File: src/rtl/sqrt_fsm.sv
// Iterative 8-bit integer square root by odd-number accumulation (IDLE -> CALC -> DONE).
// Optional macro SQRT_ZERO_FIX_EN forces a zero operand to return 0 instead of 1.
module sqrt_fsm (
  input  logic       clk,
  input  logic       rstn_i,
  input  logic       enb_i,
  input  logic [7:0] dt_i,
  output logic [7:0] dt_o,
  output logic       busy_o
);

  typedef enum logic [1:0] {
    IDLE = 2'd0,
    CALC = 2'd1,
    DONE = 2'd2
  } state_t;

  state_t     state_q, state_d;
  logic [7:0] x_q, x_d;
  logic [5:0] d_q, d_d;
  logic [9:0] s_q, s_d;
  logic [7:0] dt_q, dt_d;
  logic       busy_q, busy_d;
  logic       s_le_x;

  assign s_le_x = (s_q <= {2'b00, x_q});

  always_ff @(posedge clk or negedge rstn_i) begin
    if (!rstn_i) begin
      state_q <= IDLE;
      x_q     <= 8'd0;
      d_q     <= 6'd0;
      s_q     <= 10'd0;
      dt_q    <= 8'd0;
      busy_q  <= 1'b0;
    end else begin
      state_q <= state_d;
      x_q     <= x_d;
      d_q     <= d_d;
      s_q     <= s_d;
      dt_q    <= dt_d;
      busy_q  <= busy_d;
    end
  end

  always_comb begin
    state_d = state_q;
    x_d     = x_q;
    d_d     = d_q;
    s_d     = s_q;
    dt_d    = dt_q;
    busy_d  = busy_q;
    case (state_q)
      IDLE: begin
        if (enb_i) begin
          x_d     = dt_i;
          s_d     = 10'd4;
          d_d     = 6'd2;
          busy_d  = 1'b1;
          state_d = CALC;
        end
      end
      CALC: begin
        // s tracks (d/2 + 1)^2; stop once it overshoots the operand.
        if (s_le_x) begin
          d_d = d_q + 6'd2;
          s_d = s_q + {4'b0000, d_q} + 10'd3;
        end else begin
          state_d = DONE;
        end
      end
      DONE: begin
`ifdef SQRT_ZERO_FIX_EN
        if (x_q == 8'd0) dt_d = 8'd0;
        else             dt_d = {3'b000, d_q[5:1]};
`else
        dt_d = {3'b000, d_q[5:1]};
`endif
        busy_d  = 1'b0;
        state_d = IDLE;
      end
      default: begin
        busy_d  = 1'b0;
        state_d = IDLE;
      end
    endcase
  end

  assign dt_o   = dt_q;
  assign busy_o = busy_q;

endmodule

File: config.mk
export PLATFORM = sky130hd
export DESIGN_NAME = sqrt_fsm
export DESIGN_NICKNAME = d
export VERILOG_FILES = /design/src/rtl/sqrt_fsm.sv
export SDC_FILE = /design/constraint.sdc
export NUM_CORES = 1
export LEC_CHECK = 0
export CORE_UTILIZATION = 38
export DETAILED_ROUTE_END_ITERATION = 8
export GPL_TIMING_DRIVEN = 0
export PLACE_DENSITY = 0.67
export SLEW_MARGIN = 20
export SYNTH_ARGS = -nofsm -noshare
export SYNTH_HDL_FRONTEND = slang
export SYNTH_SLANG_ARGS = --single-unit
export TNS_END_PERCENT = 30
File: constraint.sdc
create_clock -name clk -period 7.6 [get_ports clk]
set_clock_uncertainty 0.1 [all_clocks]
set_input_delay 1.52 -clock clk [delete_from_list [all_inputs] [get_ports clk]]
set_output_delay 1.52 -clock clk [all_outputs]
set_load 0.01 [all_outputs]
# Word-level counts from Yosys, hierarchy flattened

Index checks and enable logic that the tools add are counted.

Input bits: 11
Output and inout bits: 9
Flip-flop bits (word level): 32
Word-level logic and storage cells: 33

Mux-type cells: 11
Bitwise operators: 1
Reductions and logical operators: 6
Add/sub/neg operators: 3
Equality and inequality tests: 5
Magnitude comparators: 1

Operators by type and width:

| operator                                                              | number |
|---|---|
| 10-bit two-way mux                                                    | 2 |
| 10-bit case mux with 2 select lines                                   | 1 |
| 6-bit two-way mux                                                     | 2 |
| 6-bit case mux with 2 select lines                                    | 1 |
| 10-bit by 2-bit adder with 10-bit output, second input constant       | 1 |
| 10-bit by 6-bit adder with 10-bit output                              | 1 |
| 10-bit by 8-bit <= comparator with 1-bit output                       | 1 |
| 6-bit by 2-bit adder with 6-bit output, second input constant         | 1 |
| 2-bit inequality test, second input constant                          | 3 |
| 2-bit AND reduction                                                   | 3 |
| 2-bit two-way mux                                                     | 2 |
| 2-bit case mux with 2 select lines                                    | 1 |
| 3-bit AND reduction                                                   | 1 |
| 2-bit by 1-bit equality test with 1-bit output, second input constant | 1 |
| 2-bit equality test, second input constant                            | 1 |
| 2-bit logical NOT                                                     | 1 |
| 1-bit case mux with 2 select lines                                    | 1 |
| 2-bit nonzero test                                                    | 1 |
| 1-bit two-way mux                                                     | 1 |
| 1-bit inverter                                                        | 1 |

# Logic depth before layout (Yosys ltp)

Depth after elaboration: 4
Depth in mapped cells: 11
Mapped depth without buffers: 11

# Worst setup path after synthesis

No wires, ideal clock.

Kind: input port to flip-flop
Start: in enb_i
End: reg x_q[0]
Required time: 7375 ps
Path buffers: 1
Setup time: 125 ps
Slack: 5107 ps
Arrival: 2268 ps
Cell stages on the path: 3
Cells stage by stage: nand2_1 -> clkbuf_1 -> mux2_2

Word-level cells in the longest chain between the ends: 1

Ends and longest elaborated chain:

| item                                 | RTL line | RTL |
|---|---|---|
| from (decl)                          | 6        | `input logic enb_i,` |
| 2-bit AND reduction (no source line) | n/a      |  |
| to (signal assigned)                 | 31       | `x_q <= 8'd0;` |
| to (signal assigned)                 | 38       | `x_q <= x_d;` |
| to (decl)                            | 19       | `logic [7:0] x_q, x_d;` |

No other way between the ends.
A chain may end at the register's enable or synchronous reset.

# Worst setup path after layout

Start: in enb_i
End: reg x_q[3]

Same word-level chain as after synthesis.

==> out/metrics.yaml <==
clocking:
  htreeDepth: 2
  ctsHoldBuffers: 0
  cts_buffers: 5
  cts_resized: 0
  root_buffer: "clkbuf_8"
  clock_latency_ns: 0.28
  clockBufferDepth: 2
  path_clk_slew_ns: 0.06
  post_cts.repair.setup_buffers: 0
  cts_tree: "built"
  cts.sinks: 31
sta:
  setup_tns_ns: 0
  hold_viol_final: 0
  slew_violations: 0
  period_share_pct: 37.7
  slew_headroom_pct: 53.3
  max_clock_freq_ghz: 0.349
  fin_crit_ns: 2.86
  setup_violations: 0
  tightest_slew_ns: 0.701
  fin_ws_ns: 4.74
  rsz0062_at_grt: "no"
power:
  p_sw_share_pct: 41.6
  leakagePower_nw: 1.04
  p_comb_share_pct: 56.9
  p_int_mw: 0.588
  power_switching_mw: 0.419
  seqPwrFrac_pct: 28.9
  powerDensity_nw_per_um2: 458
  p_clk_share_pct: 14.2
  ir_drop_mv: 0.172
worst_setup_path:
  crit_path_end_kind: "flop"
  cp_top_family: "buffers and inverters"
  setup.worst_path.start_class: "input pin"
  r2r_setup_slack_ns: 4.89
  cp.depth: 4
  r2r_cells: 10
  path_class: "input pin to flop"
  critical_path_arrival_ns: 2.93
  crit_buf_inv: 2
  r2r-start: "d_q[1]"
  crit_chain: "clkdlybuf4s50_1 > nand2_1 > clkbuf_1 > mux2_2"
  rr_endpoint: "s_q[7]"
  crit_required_ns: 7.67
  cp_slowest_stage_delay_ns: 0.46
  crit_slowest_cell: "clkbuf_1"
  crit_fanout: 10
drt:
  dr_total_vias: 1301
  wl_um: 3400
  dr.first_iter.drc_count: 66
  vias_per_cell: 4.89
  antenna_left: 0
  drtPass1Iterations: 4
  remaining_drc_errors: 0
  wl_per_cell_um: 12.8
yosys:
  synthCells: 173
  synthDistinctLibCells: 45
  synthesis.area_sq_um: 1850
  synth_seq_area_share_pct: 41.8
  synth.top_cell.area_share_pct: 41.8
  synth_top_area_cell: "dfrtp_1"
  yosys-top-cells-area: "dfrtp_1 (42%), ha_1 (13%), mux2_2 (7.9%), inv_1 (4.0%), o21ai_0 (3.0%)"
  yosysWarnings: 0
  postSynth.asyncResetShare_pct: 100
  ys_ff_latch: 31
  synth_edf_count: 0
  ys.flop_type: "dfrtp_1"
  avgSynthCellArea_sq_um: 10.7
placement:
  place_ws_ns: 4.42
  gp_congestion: 0.784
  io_buffers: 16
  dp_cells: 258
  dp_hpwl_um: 2600
floorplan:
  core_area_sq_um: 4720
  die_h_um: 71.9
  initial_core_util_pct: 39.3
  dieArea_sq_um: 5160
  die_w_um: 71.9
  std_cell_rows: 25
  num_io_pins: 20
grt:
  grt_pass1_vias: 1327
  grt-ovfl-total: 0
  grt_pass1_wl_um: 6110
  grtUsageTotal_pct: 15.7
  antenna_found_initial: 0
  grt_max_degree: 32
final_layout:
  fillers: 443
  instances_no_fill: 266
  syn_to_final_growth_pct: 18.7
  drive_above_1_share_pct: 18.1
  diodes: 0
  nNetsFinal: 230
run_status:
  status: "complete, no violations"
hold_path:
  whs_path_depth: 2
  min_to: "dt_o[0]"
  min_from: "dt_o[0]"
  hold_path.class: "flop to flop"
job:
  maxCapViolCount: 0
-- power by group through the flow --
stage               Combinational (mW)  Sequential (mW)  Clock [mW]
floorplan                        0.438            0.285           0
global placement                 0.555            0.294           0
detailed placement               0.574            0.296           0
CTS                              0.580            0.292       0.148
global route                     0.646            0.304       0.155
finish                           0.573            0.291       0.143
-- cells in the final DEF (no fill, tap or decap), types with 2 or more instances in the layout --
cell,count
a21oi_1,7
o21bai_1,3
nand2_1,10
clkbuf_1,3
ha_1,20
nand3_1,8
conb_1,3
inv_1,20
mux2_2,13
clkbuf_8,7
nor2_1,6
xnor2_1,3
dfrtp_1,31
nor3_1,2
clkdlybuf4s50_1,15
buf_4,3
a31o_2,2
nand2b_1,2
o21ai_0,11
buf_2,2
a21o_1,2
-- worst max-delay path by stage --
stage,slack (ns),to,start
4_1_cts,4.72,x_q[3],enb_i
6_report,4.74,x_q[3],enb_i
2_1_floorplan,5.11,x_q[0],enb_i
3_3_place_gp,4.30,dt_o[0],rstn_i
5_1_grt,4.66,x_q[7],enb_i
3_5_place_dp,4.42,x_q[7],enb_i
-- cells in the mapped netlist (2+ instances only) --
| master | count |
|---|---|
| a21o_1 | 2 |
| a21oi_1 | 7 |
| a31o_2 | 2 |
| buf_4 | 3 |
| clkbuf_1 | 2 |
| dfrtp_1 | 31 |
| ha_1 | 20 |
| inv_1 | 20 |
| mux2_2 | 13 |
| nand2_1 | 10 |
| nand2b_1 | 2 |
| nand3_1 | 8 |
| nor2_1 | 6 |
| nor3_1 | 2 |
| o21ai_0 | 11 |
| o21bai_1 | 3 |
| xnor2_1 | 3 |
-- worst min-delay path, cell delays in order, from the launching register on --
cell,delay (ns)
dfrtp_1,0.35
nand2_1,0.05
o21ai_0,0.06
-- cells by family after synthesis --
| family | Yosys count | share of synthesized area, % |
|---|---|---|
| compound gates | 41 | 17.7 |
| simple gates | 36 | 9.85 |
| flops | 31 | 41.8 |
| buf+inv | 27 | 6.54 |
| fa+ha+maj | 21 | 14.6 |
| mux | 13 | 7.89 |
| xor+xnor | 3 | 1.42 |
| other cells | 1 | 0.202 |
-- sequential cells by signal, indices dropped and copies added (netlist names) --
signal / flops
d_q: 5
dt_o: 5
busy_o: 1
x_q: 8
state_q: 2
s_q: 10
-- layout make-up --
class                   count  area (sq um)  area share (%)
well taps                  67          83.8            3.81
repair buffers             16           155            7.05
flip-flops and latches     31           776            35.2
clock buffers               8           100            4.55
inverters                  20          75.1            3.41
multi-input cells         117           965            43.8
plain buffers               7          46.3            2.10
-- metal layers --
layer,vias to the layer above,track usage [%],share of wire (%)
met5,-,0,0
met4,0,5.88,1.4
met1,617,20.1,48
met2,20,24.9,47
li1,659,-,-
met3,5,4.78,3.9
-- metrics by stage --
stage               utilization (%)  power, mW  instance area, sq um  hold WS, ns
floorplan                         -      0.723                  1860        0.379
global placement               44.6      0.850                  2110        0.379
detailed placement             44.5      0.870                  2100        0.383
CTS                            46.6       1.02                  2200        0.398
global route                   46.6       1.11                  2200        0.430
finish                         46.6       1.01                  2200        0.391
Power figures use the tool's default switching activity.
